===== src/rtl/div_sequencer.sv =====
// Multi-cycle radix-2 restoring signed divider for the EX stage; stalls the pipeline
// for WIDTH+1 cycles (1 on divide-by-zero) and presents results for one DONE cycle.
module div_sequencer #(
   parameter int         WIDTH    = 32,
   parameter logic [5:0] DIV_CODE = 6'h30
) (
   input  logic             clock,
   input  logic             reset,
   input  logic [5:0]       ALUctrl,
   input  logic             instr_valid,
   input  logic             flush,
   input  logic [WIDTH-1:0] dividend,
   input  logic [WIDTH-1:0] divisor,
   output logic             stall,
   output logic             done,
   output logic [WIDTH-1:0] quotient,
   output logic [WIDTH-1:0] remainder,
   output logic             div_by_zero
);

   localparam int CW = $clog2(WIDTH + 1);

   typedef enum logic [1:0] {
      IDLE = 2'd0,
      RUN  = 2'd1,
      DONE = 2'd2
   } state_t;

   state_t           state_q, state_d;
   logic [CW-1:0]    cnt_q, cnt_d;
   logic [WIDTH-1:0] rem_q, rem_d;
   logic [WIDTH-1:0] quo_q, quo_d;
   logic [WIDTH-1:0] dvs_q, dvs_d;
   logic             sgnq_q, sgnq_d;
   logic             sgnr_q, sgnr_d;
   logic [WIDTH-1:0] quot_q, quot_d;
   logic [WIDTH-1:0] remo_q, remo_d;
   logic             dbz_q, dbz_d;

   logic             start;
   logic [WIDTH-1:0] dvd_abs, dvs_abs;
   logic [WIDTH:0]   rem_sh;
   logic             ge;
   logic [WIDTH-1:0] rem_step, quo_step;

   // Magnitudes are WIDTH-bit unsigned, so |-2^(WIDTH-1)| is represented exactly.
   always_comb begin
      dvd_abs  = dividend[WIDTH-1] ? -dividend : dividend;
      dvs_abs  = divisor[WIDTH-1]  ? -divisor  : divisor;
      rem_sh   = {rem_q, quo_q[WIDTH-1]};
      ge       = (rem_sh >= {1'b0, dvs_q});
      rem_step = ge ? (rem_sh[WIDTH-1:0] - dvs_q) : rem_sh[WIDTH-1:0];
      quo_step = {quo_q[WIDTH-2:0], ge};
   end

   assign start       = (ALUctrl == DIV_CODE) && instr_valid && !flush && (state_q == IDLE);
   assign stall       = start || ((state_q == RUN) && !flush);
   assign done        = (state_q == DONE);
   assign quotient    = quot_q;
   assign remainder   = remo_q;
   assign div_by_zero = dbz_q;

   always_comb begin
      state_d = state_q;
      cnt_d   = cnt_q;
      rem_d   = rem_q;
      quo_d   = quo_q;
      dvs_d   = dvs_q;
      sgnq_d  = sgnq_q;
      sgnr_d  = sgnr_q;
      quot_d  = quot_q;
      remo_d  = remo_q;
      dbz_d   = dbz_q;
      case (state_q)
         IDLE: begin
            if (start) begin
               if (divisor == '0) begin
                  quot_d  = '0;
                  remo_d  = dividend;
                  dbz_d   = 1'b1;
                  state_d = DONE;
               end else begin
                  quo_d   = dvd_abs;
                  dvs_d   = dvs_abs;
                  rem_d   = '0;
                  sgnq_d  = dividend[WIDTH-1] ^ divisor[WIDTH-1];
                  sgnr_d  = dividend[WIDTH-1];
                  cnt_d   = CW'(WIDTH);
                  state_d = RUN;
               end
            end
         end
         RUN: begin
            if (flush) begin
               state_d = IDLE;
            end else begin
               rem_d = rem_step;
               quo_d = quo_step;
               cnt_d = cnt_q - CW'(1);
               // Results are registered on the final iteration so they are valid during DONE.
               if (cnt_q == CW'(1)) begin
                  quot_d  = sgnq_q ? -quo_step : quo_step;
                  remo_d  = sgnr_q ? -rem_step : rem_step;
                  dbz_d   = 1'b0;
                  state_d = DONE;
               end
            end
         end
         DONE:    state_d = IDLE;
         default: state_d = IDLE;
      endcase
   end

   always_ff @(posedge clock) begin
      if (reset) begin
         state_q <= IDLE;
         cnt_q   <= '0;
         rem_q   <= '0;
         quo_q   <= '0;
         dvs_q   <= '0;
         sgnq_q  <= 1'b0;
         sgnr_q  <= 1'b0;
         quot_q  <= '0;
         remo_q  <= '0;
         dbz_q   <= 1'b0;
      end else begin
         state_q <= state_d;
         cnt_q   <= cnt_d;
         rem_q   <= rem_d;
         quo_q   <= quo_d;
         dvs_q   <= dvs_d;
         sgnq_q  <= sgnq_d;
         sgnr_q  <= sgnr_d;
         quot_q  <= quot_d;
         remo_q  <= remo_d;
         dbz_q   <= dbz_d;
      end
   end

endmodule


===== config.mk =====
export PLATFORM = sky130hd
export DESIGN_NAME = div_sequencer
export DESIGN_NICKNAME = d
export VERILOG_FILES = /design/src/rtl/div_sequencer.sv
export SDC_FILE = /design/constraint.sdc
export NUM_CORES = 1
export LEC_CHECK = 0
export ABC_AREA = 1
export CAP_MARGIN = 0
export CORE_MARGIN = 3
export CORE_UTILIZATION = 60
export CTS_CLUSTER_DIAMETER = 40
export DETAILED_ROUTE_END_ITERATION = 8
export PLACE_DENSITY = 0.92
export SYNTH_ARGS = -nofsm -noshare
export SYNTH_HDL_FRONTEND = slang
export SYNTH_SLANG_ARGS = --single-unit

===== constraint.sdc =====
create_clock -name clock -period 9.1 [get_ports clock]
set_clock_uncertainty 0.1 [all_clocks]
set_input_delay 1.82 -clock clock [delete_from_list [all_inputs] [get_ports clock]]
set_output_delay 1.82 -clock clock [all_outputs]
set_load 0.02 [all_outputs]

# Word-level counts from Yosys, hierarchy flattened

Index checks and enable logic that the tools add are counted.

Flip-flop bits (word level): 171
Bits of input ports: 74
Output and inout port bits: 67
Word-level logic and storage cells: 79

$add $sub $neg: 6
Magnitude comparators: 1
Equal/unequal tests: 10
Multiplexer cells: 37
Bitwise gates (word level): 2
Reductions and logical operators: 13

Operators by type and width:

| operator                                                           | count |
|---|---|
| 32-bit 2-to-1 mux                                                  | 19 |
| 32-bit case mux with 2 select lines                                | 4 |
| 32-bit negator                                                     | 4 |
| 33-bit by 32-bit >= comparator with 1-bit output                   | 1 |
| 32-bit logical NOT                                                 | 1 |
| 32-bit subtractor                                                  | 1 |
| 6-bit 2-to-1 mux                                                   | 3 |
| 6-bit case mux with 2 select lines                                 | 1 |
| 2-bit 2-to-1 mux                                                   | 4 |
| 6-bit by 1-bit == test with 1-bit output, second input constant    | 1 |
| 6-bit == test, second input constant                               | 1 |
| 2-bit != test, second input constant                               | 3 |
| 6-bit by 1-bit subtractor with 6-bit output, second input constant | 1 |
| 5-bit AND reduction                                                | 1 |
| 1-bit logical AND                                                  | 4 |
| 1-bit 2-to-1 mux                                                   | 4 |
| 2-bit by 1-bit != test with 1-bit output, second input constant    | 2 |
| 2-bit case mux with 2 select lines                                 | 1 |
| 4-bit AND reduction                                                | 1 |
| 3-bit by 2-bit != test with 1-bit output, second input constant    | 1 |
| 3-bit AND reduction                                                | 1 |
| 2-bit by 1-bit == test with 1-bit output, second input constant    | 1 |
| 2-bit == test, second input constant                               | 1 |
| 2-bit logical NOT                                                  | 1 |
| 7 further kinds                                                    | 7 |

# Depth between registers and ports, before layout

Gate-level depths: netlist (run 1).

Depth in word-level cells: 7
Mapped depth: 26
Gate-level depth less buffers: 26

# Least setup slack after synthesis (run 1)

OpenSTA, ideal clock, no wires.

Path type: input-to-output
Start point: in flush
End point: out stall
Data arrival time: 2596 ps
Data required time: 7180 ps
Path slack: 4584 ps
Cell stages on the path: 3
Buffers on the path: 0
Cells stage by stage: nor4_1 nand4_1 o21ai_1

Longest elaborated chain between the ends: 4
Elaborated cells between the ends (all ways): 5
Classes of those cells: 5 x reduce/logical

RTL lines:

| element                         | line   | text |
|---|---|---|
| from (decl)                     | 11     | `input logic flush,` |
| 1-bit logical NOT (*)           | 56, 57 |  |
| 1-bit logical AND (2 in series) | 56     | `assign start = (ALUctrl == DIV_CODE) && instr_valid && !flush && (state_q == IDLE);` |
| 1-bit logical OR (*)            | 57     | `assign stall = start \|\| ((state_q == RUN) && !flush);` |
| to (decl)                       | 14     | `output logic stall,` |

Every way passes the cells marked *; elsewhere a longest branch is shown, timed or not.

# Worst setup path after layout (run 1)

Start point: in divisor[31]
End point: reg cnt_q[4]

Longest elaborated chain between the ends: 3

RTL lines:

| element                       | line | text |
|---|---|---|
| from (decl)                   | 13   | `input logic [WIDTH-1:0] divisor,` |
| 32-bit logical NOT            | 77   | `if (divisor == '0) begin` |
| 2-bit != test (no line)       | --   |  |
| 4-bit AND reduction (no line) | --   |  |
| to (signal assigned)          | 128  | `cnt_q <= cnt_d;` |
| to (decl)                     | 30   | `logic [CW-1:0] cnt_q, cnt_d;` |

Every way passes these cells.
A chain may end at the register's enable or synchronous reset.

==> results.md, run 1 <==
* Worst Path Max Fanout at 85
* Diode count at 0
* Syn nets at 2238
* Mapped Area at 12910 um^2
* CTS Hold Bufs at 0
* Post-synth top flop: dfxtp_1
* Warning count from the yosys run at 0
* IO Port Bufs at 140
* Crit path capture type: flip-flop
* Worst hold start: quotient[0]
* Final Util at 0.7092
* Clock sink total at 171
* Post-CTS setup buffer count at 0
* Drt pass-1 iters at 6
* CTS Buf Count at 17
* Slew Viols, Final at 0
* Unrepaired setup endpoints after global routing: false
* Cell area after layout at 14960 um^2
* # placed instances at 2467
* Period minus WS final at 5.829 ns
* Maxcap violations at 0
* Clock transition at path regs at 0.08 ns
* DRC viols at 0
* GP Congestion at 1.053
* Final Cycle Share at 0.6405
* Number of synthesized register bits at 171
* Worst Hold Class: reg2reg
* Seq/Total Area, Yosys at 0.2652
* Crit Reg-Reg Startpoint: dvs_q[23]
* Initial core utilization at 0.6121
* Area after DPL at 14330 um^2
* Routed wl met2 at 20100 um
* Final setup TNS at 0 ns
* Initial DRC count at 1601
* Setup ws final at 3.271 ns
* Share of layout cells above drive strength 1 at 0.06160
* Leak Pwr at 6.764 nW
* Fmax at 171.6 MHz
* CP Class: in2reg
* Reg2Reg Depth at 24
* Critical path origin: divisor[31]
* Via-to-Cell Ratio at 5.762
* Most frequent cells in the layout: 610 x nand2_1, 261 x inv_1, 205 x a21oi_1, 171 x dfxtp_1, 157 x nor2_1
* Clk root buf: clkbuf_16
* Netlist cell types at 55
* Detailed-route via count at 14400
* Final WL at 43300 um
* Largest net degree at the start of global routing at 86
* Fin nets at 2324
* Chip width at 152.7 um
* Status: finished clean
* Avg Cell Area, Syn at 6.074 um^2
* Met3 wire length at 3672 um
* Most common cell after layout, fill and taps aside: nand2_1
* Setup violators final at 0
* Die area at 23310 um^2
* Detailed Place HPWL at 33490 um
* Multi-input logic area at 8048 um^2
* Final Hold Viols at 0
* CP Launch Type: input port
* Metal-1 WL at 17980 um
* Initial antenna violation count at 0
* DRT antenna net count at 0
* Cell Count, Final, Fillers Out at 2499
* Pre-CTS setup slack at 2.998 ns
* Slew @ Worst Pin at 1.105 ns
* Asr flop ratio synth at 0
* Max-slew headroom at 0.2635
* EDFF count, synth at 0
* Clk Latency, worst-skew pair at 0.45 ns
* VDD IR max at 0.1562 mV
* Power Density at 130.9 nW/um^2
* Cells after synthesis at 2125
* CTS tree: built
* Die Y at 152.7 um
* Clk buf depth at 2
* H-tree levels at 4
* WHS Path Cells at 2
* Filler instances at 1869
* Total grt overflow at 0
* Synth-to-layout area growth at 15.87%
* Post-DR wirelength/cell at 17.33 um
* Top-level I/O count at 141
* Total global-route track usage at 0.3582
* Vias in the first global route at 12920
* CP Data Required Time at 9.34 ns
* DR top layer: met4
* Global-route wire length before repair at 68280 um
* Critical Path AT at 6.07 ns
* FF+latch area at 3423 um^2
* Post_cts resized at 0
* Core Box Area at 21090 um^2
* Row count at 53
[metrics by stage]
| step | hold slack [ns] | power (W) |
|---|---|---|
| floorplan | 0.3301 | 0.001069 |
| global placement | 0.3454 | 0.001186 |
| detailed placement | 0.3558 | 0.001190 |
| CTS | 0.3677 | 0.001945 |
| global route | 0.3900 | 0.002036 |
| finish | 0.3682 | 0.001957 |
[final cells by class]
class / instances / area share
clock buffer: 17 / 0.02844
clock inverter: 15 / 0.01322
inverter: 278 / 0.06977
multi-input combinational: 1593 / 0.5381
sequential: 171 / 0.2289
tap: 275 / 0.02301
timing repair buffer: 150 / 0.09855
[synthesized netlist by cell type (14+ instances only)]
library cell | instances | share of area
nor2_1 | 157 | 0.046
xor2_1 | 61 | 0.041
clkbuf_1 | 55 | 0.016
a31oi_1 | 17 | 0.0082
nand2_2 | 31 | 0.015
nor3_1 | 23 | 0.0089
ha_1 | 38 | 0.037
o21ai_0 | 136 | 0.053
nor4_1 | 14 | 0.0068
dfxtp_1 | 171 | 0.27
nand3_1 | 155 | 0.060
a21oi_1 | 205 | 0.079
nand4_1 | 28 | 0.014
inv_1 | 262 | 0.076
nand2_1 | 611 | 0.18
[final timing paths]
kind	endpoint	slack, ns
worst max-delay path	cnt_q[4]	3.27
worst min-delay path	quotient[0]	0.37
worst max register to register	quotient[30]	4.05
worst min register to register	quotient[0]	0.37
[flip-flops by register name, summed over array words and instances (netlist names)]
name / count
dvs_q: 32
quotient: 32
state_q: 2
sgnr_q: 1
remainder: 32
div_by_zero: 1
cnt_q: 6
sgnq_q: 1
rem_q: 32
quo_q: 32
[metal layers]
metal | vias up | track usage
met5 | - | 0
met4 | 0 | 0.1188
met3 | 91 | 0.04800
met2 | 691 | 0.5964
met1 | 6569 | 0.4816
li1 | 7049 | -
[worst max-delay path, stage by stage]
cell             delay [ns]
clkdlybuf4s50_1        0.67
inv_1                  0.53
nand3_1                0.13
nor4_1                 0.46
inv_1                  0.09
nor2_1                 0.10
inv_1                  0.07
nand2_2                0.05
buf_4                  0.65
clkinv_1               0.77
nand2_1                0.31
nor3_1                 0.11
nor3b_1                0.27
[logic make-up after synthesis]
| group | after synthesis | synth area share |
|---|---|---|
| xor gates and xnor gates | 71 | 0.04818 |
| muxes | 1 | 0.0007755 |
| buffers and inverters | 361 | 0.1115 |
| DFF | 171 | 0.2652 |
| adders and majority gates | 39 | 0.03839 |
| AOI/OAI and AO/OA | 407 | 0.1699 |
| and+or+nand+nor | 1075 | 0.3660 |
[power by group]
group | leakage [nW] | switching (W) | internal, W
combinational | 5.09 | 0.000294 | 0.000140
clock | 0.296 | 0.000372 | 0.000399
sequential | 1.38 | 0.00000194 | 0.000750
total | 6.76 | 0.000668 | 0.00129
Power figures use the tool's default switching activity.
==> run 2: changes to the inputs <==
Settings changed: CORE_UTILIZATION 60 to 53, PLACE_DENSITY 0.92 to 0.87.
Clock period 9.1 ns to 4.83 ns, I/O delays scaled along.
==> run 2 against run 1 <==
Setup slack worse by 2.8 ns. Flip-flop and latch count unchanged. Critical path depth up 12. Register-to-register slack worse by 3.6 ns. Sequential power up 89%. Die area is 13% higher. Non-clock buffer count is 12 higher. Via count grew 1.2%. Total power is 85% higher. Critical path type is now reg2reg. Highest routed layer unchanged.
==> results.md, run 2 (same netlist as run 1, synthesis figures left out) <==
* Detailed-route via count at 14570 (+1.2%)
* Slew Viols, Final at 0 (unchanged)
* # placed instances at 2523 (+2.3%)
* CTS Buf Count at 17 (unchanged)
* Maxcap violations at 0 (unchanged)
* Share of layout cells above drive strength 1 at 0.06619 (+0.004589)
* Leak Pwr at 6.805 nW (+0.61%)
* CTS Hold Bufs at 0 (unchanged)
* Initial core utilization at 0.5450 (-0.06707)
* Post-DR wirelength/cell at 16.96 um (-2.1%)
* IO Port Bufs at 140 (unchanged)
* Cell Count, Final, Fillers Out at 2555 (+2.2%)
* Period minus WS final at 4.386 ns
* Final WL at 43330 um (about the same)
* Clk buf depth at 2 (unchanged)
* Clock transition at path regs at 0.08 ns (about the same)
* Diode count at 0 (unchanged)
* Top-level I/O count at 141 (unchanged)
* Chip width at 162.1 um (+6.1%)
* Final setup TNS at 0 ns (unchanged)
* DRC viols at 0 (unchanged)
* CTS tree: built
* Vias in the first global route at 13520 (+4.6%)
* WP buf/inv at 3 (-3)
* Status: finished clean
* Most frequent cells in the layout: 610 x nand2_1, 261 x inv_1, 205 x a21oi_1, 171 x dfxtp_1, 157 x nor2_1
* Most used cell, CP: nand2_1
* CP Data Required Time at 5.03 ns (-4.31 ns)
* Setup ws final at 0.4438 ns (-2.827 ns)
* Fmax at 228.0 MHz
* Die Y at 162.1 um (+6.1%)
* Largest net degree at the start of global routing at 67 (-22%)
* Unrepaired setup endpoints after global routing: false
* Max stage delay cell, worst path: dfxtp_1
* Power Density at 240.9 nW/um^2 (+84%)
* Slew @ Worst Pin at 0.7993 ns (-0.3055 ns)
* Delay-heaviest family, CP: simple AND/OR/NAND/NOR gates
* Global-route wire length before repair at 69430 um (+1.7%)
* Fin nets at 2336 (+0.52%)
* Core Box Area at 23680 um^2 (+12%)
* CP Launch Type: flip-flop
* Final Cycle Share at 0.9081
* Synth-to-layout area growth at 16.61%
* Worst Hold Class: reg2reg
* VDD IR max at 0.1931 mV (+24%)
* CP Class: reg2reg
* H-tree levels at 4 (unchanged)
* Critical Path AT at 4.59 ns (-1.48 ns)
* Final Hold Viols at 0 (unchanged)
* Drt pass-1 iters at 6 (unchanged)
* Post_cts resized at 0 (unchanged)
* Clk root buf: clkbuf_16
* Post-CTS setup buffer count at 0 (unchanged)
* Pre-CTS setup slack at 0.5556 ns (-2.442 ns)
* Initial DRC count at 1504 (-6.1%)
* Initial antenna violation count at 0 (unchanged)
* Total power at 0.003626 W (+85%)
* Via-to-Cell Ratio at 5.703 (-1.0%)
* Die area at 26260 um^2 (+13%)
* Worst Path Max Fanout at 6 (-93%)
* Crit path capture type: flip-flop
* Setup violators final at 0 (unchanged)
* Total grt overflow at 0 (unchanged)
* DRT antenna net count at 0 (unchanged)
* Total global-route track usage at 0.3255 (-0.03270)
* Detailed Place HPWL at 33560 um (+0.21%)
* Most common cell after layout, fill and taps aside: nand2_1
* Final Util at 0.6355 (-0.07369)
* GP Congestion at 0.9737 (-7.5%)
* Row count at 56 (+5.7%)
* Clk Latency, worst-skew pair at 0.45 ns (about the same)
* Max-slew headroom at 0.4664 (+0.2030)
* Clock sink total at 171 (unchanged)
* CP peak stage delay at 0.44 ns (-0.33 ns)
==> run 2: path summary, 6_finish.rpt <==
check,start,end,slack (ns),cells past startpoint
worst min-delay path,quotient[13],quotient[13],0.36,2
worst min register to register,quotient[13],quotient[13],0.36,2
worst max register to register,rem_q[7],quotient[30],0.44,25
worst max-delay path,rem_q[7],quotient[30],0.44,25
==> run 2: power by group <==
group,total [W],switching (W),internal [W]
logic,0.000832,0.000562,0.000271
clock network,0.00138,0.000689,0.000689
registers,0.00142,0.00000373,0.00141
==> run 2: worst min-delay path, stage by stage (launching register included) <==
cell and delay [ns]:
dfxtp_1 0.31, nand2_1 0.06, a21oi_1 0.05
==> run 2: final cells by class <==
class	instances	area [um^2]
Sequential cell	171	3423
Tap cell	319	399.1
Fill cell	2273	8632
Clock inverter	14	143.9
Clock buffer	18	429.2
Multi-Input combinational cell	1593	8048
Inverter	278	1044
Timing Repair Buffer	162	1564
==> run 2: routing by layer <==
layer,track usage,routed length (um),vias up
li1,-,-,7071
met1,0.4203,17760,6615
met2,0.5548,20320,752
met3,0.03494,3303,133
met4,0.1361,1953,0
met5,0,0,-
==> run 2: per-stage QoR <==
stage                     cell area [um^2]  hold slack [ns]
after floorplan                      12910           0.3301
after global placement               14480           0.3483
after detailed placement             14480           0.3554
after CTS                            15050           0.3667
after global routing                 15050           0.3833
final                                15050           0.3649
==> run 3: changes to the inputs <==
Settings changed: ABC_AREA 1 to unset, CORE_MARGIN 3 to 2, CORE_UTILIZATION 53 to 52, CTS_CLUSTER_DIAMETER 40 to unset, PLACE_DENSITY 0.87 to 0.86.
==> run 3 against run 2 <==
Sequential power about the same. Setup slack improved by 0.0018 ns. Combinational power shrank 47%. Global-route usage is 5.1 points lower. Sequential share of layout area increased by 1.9 points. Total power decreased by 6.1%. First-iteration DRC count fell by 20%. Highest routed layer unchanged. Utilization shrank 0.086 points. Final area is 7.7% lower. Critical endpoint is now remainder[24]. Wire length is 22% lower. Critical path type unchanged.
==> results.md, run 3 <==
* Worst Hold Class: reg2reg
* H-tree levels at 4 (unchanged)
* Netlist cell types at 78 (+42%)
* Final setup TNS at 0 ns (unchanged)
* Area contributors post-synth: dfxtp_1 30%, nor2_1 6.9%, xor2_1 6.3%
* Core Box Area at 21890 um^2 (-7.6%)
* Global-route wire length before repair at 53740 um (-23%)
* Clk root buf: clkbuf_16
* Slew @ Worst Pin at 1.197 ns (+0.3975 ns)
* CTS Buf Count at 17 (unchanged)
* Final WL at 33710 um (-22%)
* Period minus WS final at 4.384 ns (-0.001782 ns)
* Warning count from the yosys run at 0 (unchanged)
* Syn nets at 1645 (-26%)
* Detailed-route via count at 11910 (-18%)
* Total power at 0.003405 W (-6.1%)
* Max-slew headroom at 0.1996 (-0.2668)
* CP Data Required Time at 5.01 ns (-0.02 ns)
* Total global-route track usage at 0.2742 (-0.05132)
* Final Hold Viols at 0 (unchanged)
* CP Class: reg2reg
* GP Congestion at 0.9899 (+1.7%)
* Setup violators final at 0 (unchanged)
* CTS Hold Bufs at 0 (unchanged)
* VDD IR max at 0.1580 mV (-18%)
* Number of synthesized register bits at 171 (unchanged)
* CP Launch Type: flip-flop
* Post-CTS setup buffer count at 0 (unchanged)
* Clock transition at path regs at 0.07 ns (about the same)
* Share of layout cells above drive strength 1 at 0.05739 (-0.008803)
* Die area at 23520 um^2 (-10%)
* DRT antenna net count at 0 (unchanged)
* Avg Cell Area, Syn at 7.573 um^2 (+25%)
* Final Cycle Share at 0.9078 (about the same)
* Top post-synthesis cells by count: 213 x nor2_1, 171 x dfxtp_1, 129 x a21oi_1
* Most common cell after layout, fill and taps aside: nor2_1
* Asr flop ratio synth at 0 (unchanged)
* Drt pass-1 iters at 8 (+2)
* Largest net degree at the start of global routing at 97 (+45%)
* Clock sink total at 171 (unchanged)
* Initial core utilization at 0.5300 (-0.01501)
* Fmax at 228.1 MHz (about the same)
* Row count at 54 (-3.6%)
* Top-count cell post-synth: nor2_1
* Detailed Place HPWL at 24950 um (-26%)
* Clk Latency, worst-skew pair at 0.44 ns (about the same)
* Most frequent cells in the layout: 211 x nor2_1, 171 x dfxtp_1, 139 x clkdlybuf4s50_1, 128 x a21oi_1, 122 x nand2_1
* Diode count at 0 (unchanged)
* Power Density at 245.1 nW/um^2 (+1.7%)
* Crit path capture type: flip-flop
* DRC viols at 0 (unchanged)
* Post-DR wirelength/cell at 17.57 um (+3.6%)
* Area after DPL at 13240 um^2 (-8.6%)
* EDFF count, synth at 0 (unchanged)
* Slew Viols, Final at 0 (unchanged)
* Mapped Area at 11600 um^2 (-10%)
* Status: finished clean
* Maxcap violations at 0 (unchanged)
* Die Y at 153.4 um (-5.4%)
* Post-synth top flop: dfxtp_1
* Chip width at 153.4 um (-5.4%)
* Worst Path Max Fanout at 8 (+2)
* Post-synth top area share at 0.2951 (+0.02983)
* Initial DRC count at 1199 (-20%)
* Synth-to-layout area growth at 19.75%
* Clk buf depth at 2 (unchanged)
* Vias in the first global route at 10980 (-19%)
* Critical Path AT at 4.57 ns (-0.02 ns)
* Unrepaired setup endpoints after global routing: false
* Leak Pwr at 5.203 nW (-24%)
* Fin nets at 1739 (-26%)
* Seq/Total Area, Yosys at 0.2951 (+0.02983)
* Initial antenna violation count at 0 (unchanged)
* Dominant cell type by area after synthesis: dfxtp_1
* Cells after synthesis at 1532 (-28%)
* Total grt overflow at 0 (unchanged)
* Cell area after layout at 13890 um^2 (-7.7%)
* Via-to-Cell Ratio at 6.211 (+8.9%)
* Top-level I/O count at 141 (unchanged)
* CTS tree: built
* IO Port Bufs at 140 (unchanged)
-- run 3: worst paths after layout --
path | to | startpoint | slack (ns) | cells past startpoint
worst max-delay path | remainder[24] | rem_q[11] | 0.45 | 15
worst min-delay path | dvs_q[24] | dvs_q[24] | 0.35 | 2
worst max register to register | remainder[24] | rem_q[11] | 0.45 | 15
worst min register to register | dvs_q[24] | dvs_q[24] | 0.35 | 2
-- run 3: cell type report --
type / count / area (um^2)
fill: 1895 / 7998
multi-input combinational: 1213 / 7637
sequential: 171 / 3423
timing repair buffer: 168 / 1622
clock buffer: 17 / 425.4
tap: 280 / 350.3
clock inverter: 14 / 229.0
inverter: 55 / 206.4
-- run 3: logic make-up after synthesis --
group | synth area share
multiplexers | 0.02243
XOR/XNOR | 0.1064
buffers and inverters | 0.05004
adder cells (fa/ha/maj) | 0.04271
AND/OR/NAND/NOR | 0.2182
flip-flops | 0.2950
AO/OA/AOI/OAI | 0.2652
-- run 3: stage by stage --
stage	std cells	hold slack [ns]	utilization	setup slack [ns]
CTS	1918	0.3538	0.6345	0.3613
detailed placement	1887	0.3463	0.6046	0.2330
floorplan	1532	0.3319	-	0.4440
global placement	1887	0.3375	0.6046	0.4057
finish	1918	0.3522	0.6347	0.4456
global route	1918	0.3766	0.6347	0.1086
-- run 3: timing repair --
item	in CTS	in global routing
setup endpoints to repair	0	5
endpoints found under the hold margin	0	0
gates resized for setup	0	2
-- run 3: where the power goes --
| group | switching [W] | internal (W) |
|---|---|---|
| clock | 0.000624 | 0.000928 |
| sequential | 0.00000244 | 0.00141 |
| combinational | 0.000260 | 0.000180 |
| total | 0.000886 | 0.00252 |
-- run 3: critical path, cell delays in order, from the launching register on --
cell and delay (ns):
dfxtp_1 0.40, ha_1 0.49, nand2_1 0.14, o21ai_0 0.31, a21oi_1 0.15, a31oi_1 0.31
o21ai_1 0.19, nand2_2 0.19, mux2i_1 0.33, ha_1 0.25, nand4_1 0.14, o41a_1 0.44
nor4_2 0.36, a211oi_1 0.15, a41oi_1 0.19, a31oi_1 0.10
-- run 3: metal layers --
metal / vias to the layer above / GRT usage / share of wire
met1: 5492 / 0.3559 / 0.41
met5: - / 0 / 0
met3: 87 / 0.05047 / 0.086
met4: 0 / 0.09524 / 0.028
met2: 589 / 0.4583 / 0.47
li1: 5745 / - / -
